<file path="src/rtl/seq_pattern_detector_pkg.sv">
// Shared helpers for serial pattern-detector FSMs.
//   clog2()      : ceiling log2 for sizing state registers
//   pat_bit()    : i-th bit of the pattern in arrival order (0 = first received)
//   border()     : length of the longest proper border of a pattern prefix
//   next_state() : KMP transition from state s on input bit b (PAT_W means complete)
//   Mode constants for the MOORE and OVERLAP parameters.
// All functions are meant for elaboration-time use; their results are
// baked into constant transition tables.
package seq_pattern_detector_pkg;

  localparam int MAX_PAT_W = 16;

  localparam bit MODE_MOORE  = 1'b1;
  localparam bit MODE_MEALY  = 1'b0;
  localparam bit OVERLAP_ON  = 1'b1;
  localparam bit OVERLAP_OFF = 1'b0;

  function automatic int clog2(input int value);
    int r;
    r = 0;
    for (int i = 0; i < 31; i++) begin
      if ((1 << i) < value) r = i + 1;
    end
    return r;
  endfunction

  function automatic logic pat_bit(input logic [MAX_PAT_W-1:0] pattern,
                                   input int pat_w, input int i);
    logic [MAX_PAT_W-1:0] sh;
    if (i < 0 || i >= pat_w) return 1'b0;
    sh = pattern >> (pat_w - 1 - i);
    return sh[0];
  endfunction

  // Longest len < k such that prefix[0..len-1] == prefix[k-len..k-1].
  function automatic int border(input logic [MAX_PAT_W-1:0] pattern,
                                input int pat_w, input int k);
    int   result;
    logic same;
    result = 0;
    for (int len = 1; len < MAX_PAT_W; len++) begin
      if (len < k) begin
        same = 1'b1;
        for (int j = 0; j < MAX_PAT_W; j++) begin
          if (j < len) begin
            if (pat_bit(pattern, pat_w, j) != pat_bit(pattern, pat_w, k - len + j))
              same = 1'b0;
          end
        end
        if (same) result = len;
      end
    end
    return result;
  endfunction

  // Falls back through borders until a prefix extends with b, or reaches 0.
  function automatic int next_state(input logic [MAX_PAT_W-1:0] pattern,
                                    input int pat_w, input int s, input logic b);
    int   t;
    int   result;
    logic done;
    if (s < 0 || s >= pat_w) return 0;
    t      = s;
    result = 0;
    done   = 1'b0;
    for (int iter = 0; iter <= MAX_PAT_W; iter++) begin
      if (!done) begin
        if (pat_bit(pattern, pat_w, t) == b) begin
          result = t + 1;
          done   = 1'b1;
        end else if (t == 0) begin
          result = 0;
          done   = 1'b1;
        end else begin
          t = border(pattern, pat_w, t);
        end
      end
    end
    return result;
  endfunction

endpackage

</file>
<file path="src/rtl/seq_pattern_detector_sat_counter.sv">
// sat_counter: saturating event counter.
//   CLK   : clock, rising edge
//   CLR   : synchronous active-high reset
//   inc   : count one event this cycle
//   clr   : synchronous clear of the count; wins over inc
//   count : current count, sticks at all-ones
module sat_counter
  import seq_pattern_detector_pkg::*;
#(
  parameter int CNT_W = 8
) (
  input  logic             CLK,
  input  logic             CLR,
  input  logic             inc,
  input  logic             clr,
  output logic [CNT_W-1:0] count
);

  function automatic logic [CNT_W-1:0] sat_inc(input logic [CNT_W-1:0] v);
    return (&v) ? v : v + 1'b1;
  endfunction

  always_ff @(posedge CLK) begin
    if (CLR || clr) count <= '0;
    else if (inc)   count <= sat_inc(count);
  end

endmodule

</file>
<file path="src/rtl/seq_pattern_detector.sv">
// seq_pattern_detector: serial KMP pattern detector with saturating match counter.
//   CLK         : clock, rising edge
//   CLR         : synchronous active-high reset
//   en          : sample x_in this cycle
//   x_in        : serial data bit (pattern MSB arrives first)
//   clr_count   : synchronous clear of match_count only
//   match       : one-cycle pulse per detected pattern (registered or combinational)
//   match_count : saturating number of matches since reset/clear
//   state_o     : current prefix-length state, for debug
module seq_pattern_detector
  import seq_pattern_detector_pkg::*;
#(
  parameter int             PAT_W   = 4,
  parameter logic [PAT_W-1:0] PATTERN = 4'b1011,
  parameter bit             OVERLAP = 1'b1,
  parameter bit             MOORE   = 1'b1,
  parameter int             CNT_W   = 8,
  localparam int            ST_W    = clog2(PAT_W + 1)
) (
  input  logic             CLK,
  input  logic             CLR,
  input  logic             en,
  input  logic             x_in,
  input  logic             clr_count,
  output logic             match,
  output logic [CNT_W-1:0] match_count,
  output logic [ST_W-1:0]  state_o
);

  localparam logic [MAX_PAT_W-1:0] PAT16 = MAX_PAT_W'(PATTERN);
  // State to resume from after a complete match.
  localparam int FOLD = (OVERLAP == OVERLAP_ON) ? border(PAT16, PAT_W, PAT_W) : 0;

  // Transition table covers every encoding; illegal states map to 0.
  logic [ST_W-1:0] nxt_tab [2**ST_W][2];

  for (genvar s = 0; s < 2**ST_W; s++) begin : g_row
    for (genvar b = 0; b < 2; b++) begin : g_col
      localparam int NS  = next_state(PAT16, PAT_W, s, 1'(b));
      localparam int NSF = (NS == PAT_W) ? FOLD : NS;
      assign nxt_tab[s][b] = ST_W'(NSF);
    end
  end

  logic [ST_W-1:0] state_p0;
  logic [ST_W-1:0] state_next;
  logic            hit;

  always_comb begin
    state_next = state_p0;
    hit        = 1'b0;
    if (en) begin
      state_next = nxt_tab[state_p0][x_in];
      // A completing bit seen together with CLR is discarded with the partial pattern.
      hit        = !CLR && (state_p0 == ST_W'(PAT_W - 1)) && (x_in == PATTERN[0]);
    end
  end

  // Stage p0: state register
  always_ff @(posedge CLK) begin
    if (CLR) state_p0 <= '0;
    else     state_p0 <= state_next;
  end

  assign state_o = state_p0;

  // Stage p1: match output
  if (MOORE == MODE_MOORE) begin : g_moore
    logic match_p1;
    always_ff @(posedge CLK) begin
      if (CLR) match_p1 <= 1'b0;
      else     match_p1 <= hit;
    end
    assign match = match_p1;
  end else begin : g_mealy
    assign match = hit;
  end

  sat_counter #(
    .CNT_W(CNT_W)
  ) u_cnt (
    .CLK  (CLK),
    .CLR  (CLR),
    .inc  (hit),
    .clr  (clr_count),
    .count(match_count)
  );

endmodule
</file>
<file path="config.mk">
export PLATFORM = sky130hd
export DESIGN_NAME = seq_pattern_detector
export DESIGN_NICKNAME = d
export VERILOG_FILES = /design/src/rtl/seq_pattern_detector_pkg.sv /design/src/rtl/seq_pattern_detector_sat_counter.sv /design/src/rtl/seq_pattern_detector.sv
export SDC_FILE = /design/constraint.sdc
export NUM_CORES = 1
export LEC_CHECK = 0
export CAP_MARGIN = 5
export CORE_UTILIZATION = 35
export CTS_CLUSTER_SIZE = 16
export DETAILED_ROUTE_END_ITERATION = 7
export PLACE_DENSITY_LB_ADDON = 0.3
export SYNTH_ARGS = -nofsm -noshare
export SYNTH_HDL_FRONTEND = slang
export SYNTH_SLANG_ARGS = --single-unit
</file>
<file path="constraint.sdc">
create_clock -name CLK -period 2.1 [get_ports CLK]
set_input_delay 0.63 -clock CLK [delete_from_list [all_inputs] [get_ports CLK]]
set_output_delay 0.63 -clock CLK [all_outputs]
set_load 0.005 [all_outputs]
</file>
==> run_results.csv, run 1 <==
group,metric,value,unit
clock_tree,root_buffer,"clkbuf_4",
clock_tree,htreeDepth,1,
timing,setup_viol,0,
clock_tree,clk_latency,0.26,ns
synthesis,synth-seq-cells,11,
setup_path,crit_path_start_kind,"flip-flop",
synthesis,syn_nets,66,
layout,antennaDiodeCount,0,
routing,first_pass_iters,2,
timing,fmax,528,MHz
synthesis,ys.flop_type,"dfxtp_1",
floorplanning,dieArea,1690,µm²
clock_tree,cts_tree,"done",
setup_path,cpPeakStageDelay,0.55,ns
floorplanning,core_region_area,1370,µm²
clock_tree,cts_buffer_depth,2,
setup_path,cp_num_buf_inv,1,
outcome,status,"completed",
setup_path,required,1.47,ns
synthesis,synth_edf_count,0,
timing,finClkSkew,0.000765,ns
synthesis,synthCells,60,
min_path,worstHoldPathCells,2,
setup_path,cp_top_family,"buffers and inverters",
setup_path,worst_path_max_delay_cell,"clkdlybuf4s50_1",
routing,drt_iter0_drc,2,
setup_path,r2r_start,"u_cnt.count[0]$_SDFFE_PP0P_",
synthesis,synthesis.area,534,µm²
floorplanning,rows,13,
global_routing,antenna_found_initial,0,
floorplanning,ios,17,
setup_path,reg2reg_depth,5,
clock_tree,cts_sinks,11,
placement,numPortBuffers,15,
synthesis,synthArstFlopShare,0,%
timing,final.period_utilization,90.2,%
clock_tree,clk_pin_slew,0.07,ns
routing,routedWlPerCell,11.6,µm
layout,final_util,54.9,%
clock_tree,hold_buffers,0,
global_routing,grt_pass1_vias,411,
timing,period_needed,1.89,ns
min_path,hold_class,"reg2reg",
layout,final_cells,96,
routing,vias_per_cell,5.35,
min_path,hold_end,"u_cnt.count[2]$_SDFFE_PP0P_",
routing,drc,0,
setup_path,critPathKind,"reg2out",
synthesis,yosysUniqueCellTypes,28,
layout,multiInputGateArea,295,µm²
power,cellPowerDensity,506,nW/µm²
layout,final_layout_size_suffix_gt1_share,13.6,%
global_routing,grt-ovfl-total,0,
routing,finalWirelength,1110,µm
power,vdd_drop_max,412,µV
placement,dp.cells,92,
layout,regArea,220,µm²
min_path,hold_start,"u_cnt.count[2]$_SDFFE_PP0P_",
setup_path,crit_cells,1,
layout,fill_cells,143,
setup_path,critPathArrivalTime,1.26,ns
clock_tree,cts_setup_buffers,0,
setup_path,regToRegSetupSlack,0.55,ns
clock_tree,ctsResizeCount,0,
routing,vias,514,
global_routing,grt_max_degree,9,
placement,finalWeightedCongestion,0.795,
timing,hold_viol,0,
setup_path,crit_chain,"clkdlybuf4s50_1",
floorplanning,chipWidth,41.1,µm
synthesis,synth.avg_cell_area,8.90,µm²
clock_tree,numCtsBuffers,3,
setup_path,crit_fanout,8,
synthesis,yosys_warnings,0,
setup_path,crit_path_end_kind,"output pin",
power,leakagePower,0.285,nW
layout,layout.nets,88,
layout,syn_to_final_growth,40.3,%
floorplanning,die-height,41.1,µm
floorplanning,initial_core_util,39.1,%
global_routing,track_usage,15.5,%
job,maxCapViolCount,0,
routing,route.antenna.remaining_nets,0,
synthesis,ys_seq_area_share,41.2,%
placement,place_hpwl,843,µm
setup_path,r2r-end,"u_cnt.count[6]$_SDFFE_PP0P_",
timing,rsz0062_at_grt,"no",
global_routing,grt_pass1_wl,1710,µm
timing,slew_violations,0,
[per-stage QoR]
step                      worst slack [ns]  instance area [µm²]  hold slack, ns  power [mW]  setup TNS, ns
after CTS                            0.194                  749           0.534       0.384              0
after global placement              0.0519                  722           0.517       0.243              0
after floorplan                      0.608                  534           0.500       0.225              0
after global routing                 0.118                  749           0.555       0.401              0
final                                0.205                  749           0.533       0.379              0
after detailed placement           -0.0465                  722           0.516       0.243        -0.0864
[cell families after synthesis]
group	count (synthesis)	synth area share, %
AND/OR/NAND/NOR	29	31.4
AO/OA/AOI/OAI	9	11.7
XOR/XNOR	1	1.64
buffers and inverters	4	3.51
multiplexers	4	7.49
flip-flops	11	41.2
other	1	0.702
adder cells (fa/ha/maj)	1	2.34
[state kept, by name, indices dropped and copies added (netlist names)]
signal,count
u_cnt.count,8
state_o,2
match,1
[final cells by class]
type | count | area share (%)
multi-input cells | 45 | 39.4
flip-flops and latches | 11 | 29.4
repair buffers | 19 | 24.0
clock buffers | 3 | 3.01
well taps | 15 | 2.50
inverters | 2 | 1.00
clock inverters | 1 | 0.668
[cells in the final DEF (no fill, tap or decap), types with 2 or more instances in the layout]
cell type / Yosys / final
a21oi_1: 2 / 2
a31oi_1: 2 / 2
and3_1: 2 / 2
buf_4: 1 / 4
clkdlybuf4s50_1: 0 / 15
nand2_1: 2 / 2
nand4_1: 2 / 2
clkbuf_4: 0 / 3
dfxtp_1: 11 / 11
and4_1: 2 / 2
o21ai_0: 2 / 2
nand3_1: 2 / 2
nor3_1: 4 / 4
inv_1: 2 / 2
nor2_1: 8 / 8
mux2i_1: 4 / 4
[per-layer routing]
layer | vias to the layer above | global-route usage, % | part of all wire (%) | wire length (µm)
li1 | 259 | - | - | -
met1 | 245 | 18.8 | 47 | 521
met2 | 10 | 25.4 | 48 | 528
met3 | 0 | 8.15 | 5.5 | 61
met4 | 0 | 0 | 0 | 0
met5 | - | 0 | 0 | 0
[where the power goes]
group          internal (mW)  switching (mW)  total, mW  leakage (nW)
Combinational         0.0155          0.0112     0.0267         0.179
Sequential             0.210         0.00184      0.212        0.0888
Clock                 0.0704          0.0699      0.140        0.0177
Total                  0.296          0.0829      0.379         0.285
[synthesized netlist by cell type, types with 2 or more instances]
master | n | share of area (%)
nor3_1 | 4 | 3.7
inv_1 | 2 | 1.4
and4_1 | 2 | 3.3
mux2i_1 | 4 | 7.5
nor2_1 | 8 | 5.6
a31oi_1 | 2 | 2.3
nand4_1 | 2 | 2.3
nand3_1 | 2 | 1.9
o21ai_0 | 2 | 1.9
and3_1 | 2 | 2.3
dfxtp_1 | 11 | 41
a21oi_1 | 2 | 1.9
nand2_1 | 2 | 1.4
[tightest hold or removal path, delay by kind of cell, from the launching register on]
family	cells	cell delay, ns
AOI/OAI and AO/OA	2	0.14
DFF	1	0.34
[how the worst max path moves through the flow]
| stage | from | end |
|---|---|---|
| finish | u_cnt.count[3]$_SDFFE_PP0P_ | match_count[3] |
| global route | en | u_cnt.count[7]$_SDFFE_PP0P_ |
| CTS | u_cnt.count[3]$_SDFFE_PP0P_ | match_count[3] |
| detailed placement | en | u_cnt.count[7]$_SDFFE_PP0P_ |
| global placement | x_in | u_cnt.count[5]$_SDFFE_PP0P_ |
| floorplan | CLR | u_cnt.count[2]$_SDFFE_PP0P_ |
Power figures use the tool's default switching activity.
==> inputs of run 2 (changes only) <==
==> constraint.sdc (replaced) <==
create_clock -name CLK -period 2.5 [get_ports CLK]
set_input_delay 0.75 -clock CLK [delete_from_list [all_inputs] [get_ports CLK]]
set_output_delay 0.75 -clock CLK [all_outputs]
set_load 0.02 [all_outputs]
==> run 2 against run 1 <==
  * Cell area shrank 3.2%
  * Critical path depth is the same
  * Combinational power fell by 16%
  * Routed wire length fell by 5.6%
  * Non-clock buffer count decreased by 3
  * Critical path type unchanged
  * Clock skew is 0.00053 ns higher
  * Clock-buffer cell count increased by 1
  * Register-to-register slack improved by 0.43 ns
  * Total power is 15% lower
  * Via count down 4.9%
  * Largest cell class unchanged
  * Hold slack got worse by 0.011 ns
==> run_results.csv, run 2 (synthesized netlist as in run 1, its figures left out) <==
group,metric,value,unit
setup_path,reg2reg_depth,5,
clock_tree,numCtsBuffers,3,
layout,syn_to_final_growth,35.8,%
setup_path,r2r-end,"u_cnt.count[6]$_SDFFE_PP0P_",
placement,numPortBuffers,15,
setup_path,crit_fanout,8,
global_routing,grt_pass1_vias,398,
clock_tree,hold_buffers,0,
setup_path,crit_path_end_kind,"output pin",
global_routing,grtUsageMet1,19.5,%
layout,regMostFlops,"u_cnt.count",
timing,period_needed,2.12,ns
routing,route.antenna.remaining_nets,0,
setup_path,worst_path_max_delay_cell,"clkdlybuf4s50_1",
floorplanning,die-height,41.1,µm
setup_path,critPathCapture,"match_count[3]",
clock_tree,root_buffer,"clkbuf_4",
floorplanning,ios,17,
layout,layout_commonest_cell,"clkdlybuf4s50_1",
global_routing,grt-ovfl-total,0,
clock_tree,cts_buffer_depth,2,
timing,fmax,472,MHz
power,vdd_drop_max,283,µV
global_routing,top_usage_layer,"met2",
floorplanning,chipWidth,41.1,µm
setup_path,cp_top_family,"buffers and inverters",
power,leakagePower,0.269,nW
clock_tree,clk_latency,0.27,ns
placement,dp.cells,89,
power,intPower,0.249,mW
layout,final_cells,93,
layout,largest_reg_flops,8,
power,p_seq_share,55.2,%
setup_path,crit_path_start_kind,"flip-flop",
layout,final_layout_size_suffix_gt1_share,8.97,%
floorplanning,dieArea,1690,µm²
routing,finalWirelength,1050,µm
outcome,status,"completed",
power,swShare,22.6,%
setup_path,startpoint,"u_cnt.count[3]$_SDFFE_PP0P_",
timing,hold_viol,0,
clock_tree,cts_tree,"done",
job,maxCapViolCount,0,
layout,antennaDiodeCount,0,
placement,finalWeightedCongestion,0.797,
setup_path,crit_cells,1,
routing,vias_per_cell,5.26,
setup_path,required,1.75,ns
routing,drc,0,
power,p_comb_share,6.9,%
global_routing,met3_usage,10.3,%
timing,setup_viol,0,
layout,layout.nets,85,
global_routing,antenna_found_initial,0,
clock_tree,ctsResizeCount,0,
global_routing,track_usage,16.4,%
setup_path,crit_chain,"clkdlybuf4s50_1",
layout,final_area,726,µm²
power,power.switching,0.0730,mW
floorplanning,initial_core_util,39.1,%
global_routing,grt_pass1_wl,1710,µm
setup_path,cpPeakStageDelay,0.65,ns
routing,drt_iter0_drc,5,
floorplanning,rows,13,
timing,final.period_utilization,84.7,%
global_routing,grt_util_met2,23.8,%
timing,tns,0,ns
clock_tree,htreeDepth,1,
placement,placed_area,699,µm²
setup_path,regToRegSetupSlack,0.98,ns
layout,final_cell_mix,"clkdlybuf4s50_1 (15), dfxtp_1 (11), nor2_1 (8)",
timing,finClkSkew,0.00129,ns
setup_path,critPathKind,"reg2out",
min_path,hold_class,"reg2reg",
routing,vias,489,
setup_path,r2r_start,"u_cnt.count[0]$_SDFFE_PP0P_",
timing,slew_violations,0,
setup_path,critPathArrivalTime,1.37,ns
power,clockPowerShare,37.9,%
global_routing,grt_max_degree,9,
placement,place_hpwl,779,µm
routing,first_pass_iters,3,
clock_tree,cts_sinks,11,
routing,routedWlPerCell,11.3,µm
clock_tree,cts_setup_buffers,0,
clock_tree,clk_pin_slew,0.07,ns
timing,setup_ws,0.383,ns
placement,dp_worst_setup_slack,0.233,ns
floorplanning,core_region_area,1370,µm²
timing,rsz0062_at_grt,"no",
power,cellPowerDensity,444,nW/µm²
setup_path,cp_num_buf_inv,1,
run 2: cell types whose count changed in the layout (fill, tap and decap cells not counted):
cell / previous run / this run
buf_4: 4 / 1
clkbuf_1: 0 / 1
clkinv_2: 1 / 0
run 2: how the worst min path moves through the flow:
stage | start | endpoint | cells past startpoint | slack [ns]
2_1_floorplan | u_cnt.count[2]$_SDFFE_PP0P_ | u_cnt.count[2]$_SDFFE_PP0P_ | 2 | 0.58
3_3_place_gp | u_cnt.count[2]$_SDFFE_PP0P_ | u_cnt.count[2]$_SDFFE_PP0P_ | 2 | 0.50
3_5_place_dp | u_cnt.count[2]$_SDFFE_PP0P_ | u_cnt.count[2]$_SDFFE_PP0P_ | 2 | 0.51
4_1_cts | u_cnt.count[2]$_SDFFE_PP0P_ | u_cnt.count[2]$_SDFFE_PP0P_ | 2 | 0.53
5_1_grt | u_cnt.count[2]$_SDFFE_PP0P_ | u_cnt.count[2]$_SDFFE_PP0P_ | 2 | 0.56
6_report | u_cnt.count[2]$_SDFFE_PP0P_ | u_cnt.count[2]$_SDFFE_PP0P_ | 2 | 0.52
run 2: worst reg2reg max path, cell delays in order (launching register included):
cell	delay, ns
dfxtp_1	0.39
ha_1	0.19
nand3_1	0.20
nor4_2	0.36
mux2i_1	0.22
nor2_1	0.05
run 2: area by class of cell:
cell class / instances / area (µm²)
clock buffers: 4 / 26.3
well taps: 15 / 18.8
flip-flops and latches: 11 / 220
inverters: 2 / 7.51
fillers: 147 / 641
repair buffers: 16 / 158
multi-input cells: 45 / 295
run 2: through the flow:
stage	util (%)	power (mW)	hold WS, ns
after CTS	53.1	0.326	0.527
after floorplan	-	0.191	0.582
after global routing	53.1	0.335	0.557
final	53.1	0.322	0.521
after global placement	51.2	0.204	0.503
after detailed placement	51.2	0.205	0.515
run 2: routing by layer:
layer  part of all wire [%]  wire, µm  vias to the layer above
li1                       -         -                      254
met1                     47       488                      220
met3                    6.0        63                        2
met5                      0         0                        -
met4                   0.57         6                        0
met2                     47       491                       13
run 2: power by group through the flow:
stage                     logic (mW)  clock network (mW)  registers, mW
after detailed placement      0.0225                   0          0.182
after CTS                     0.0225               0.126          0.178
final                         0.0223               0.122          0.178
after global placement        0.0224                   0          0.182
after global routing          0.0245               0.133          0.178
after floorplan              0.00793                   0          0.183
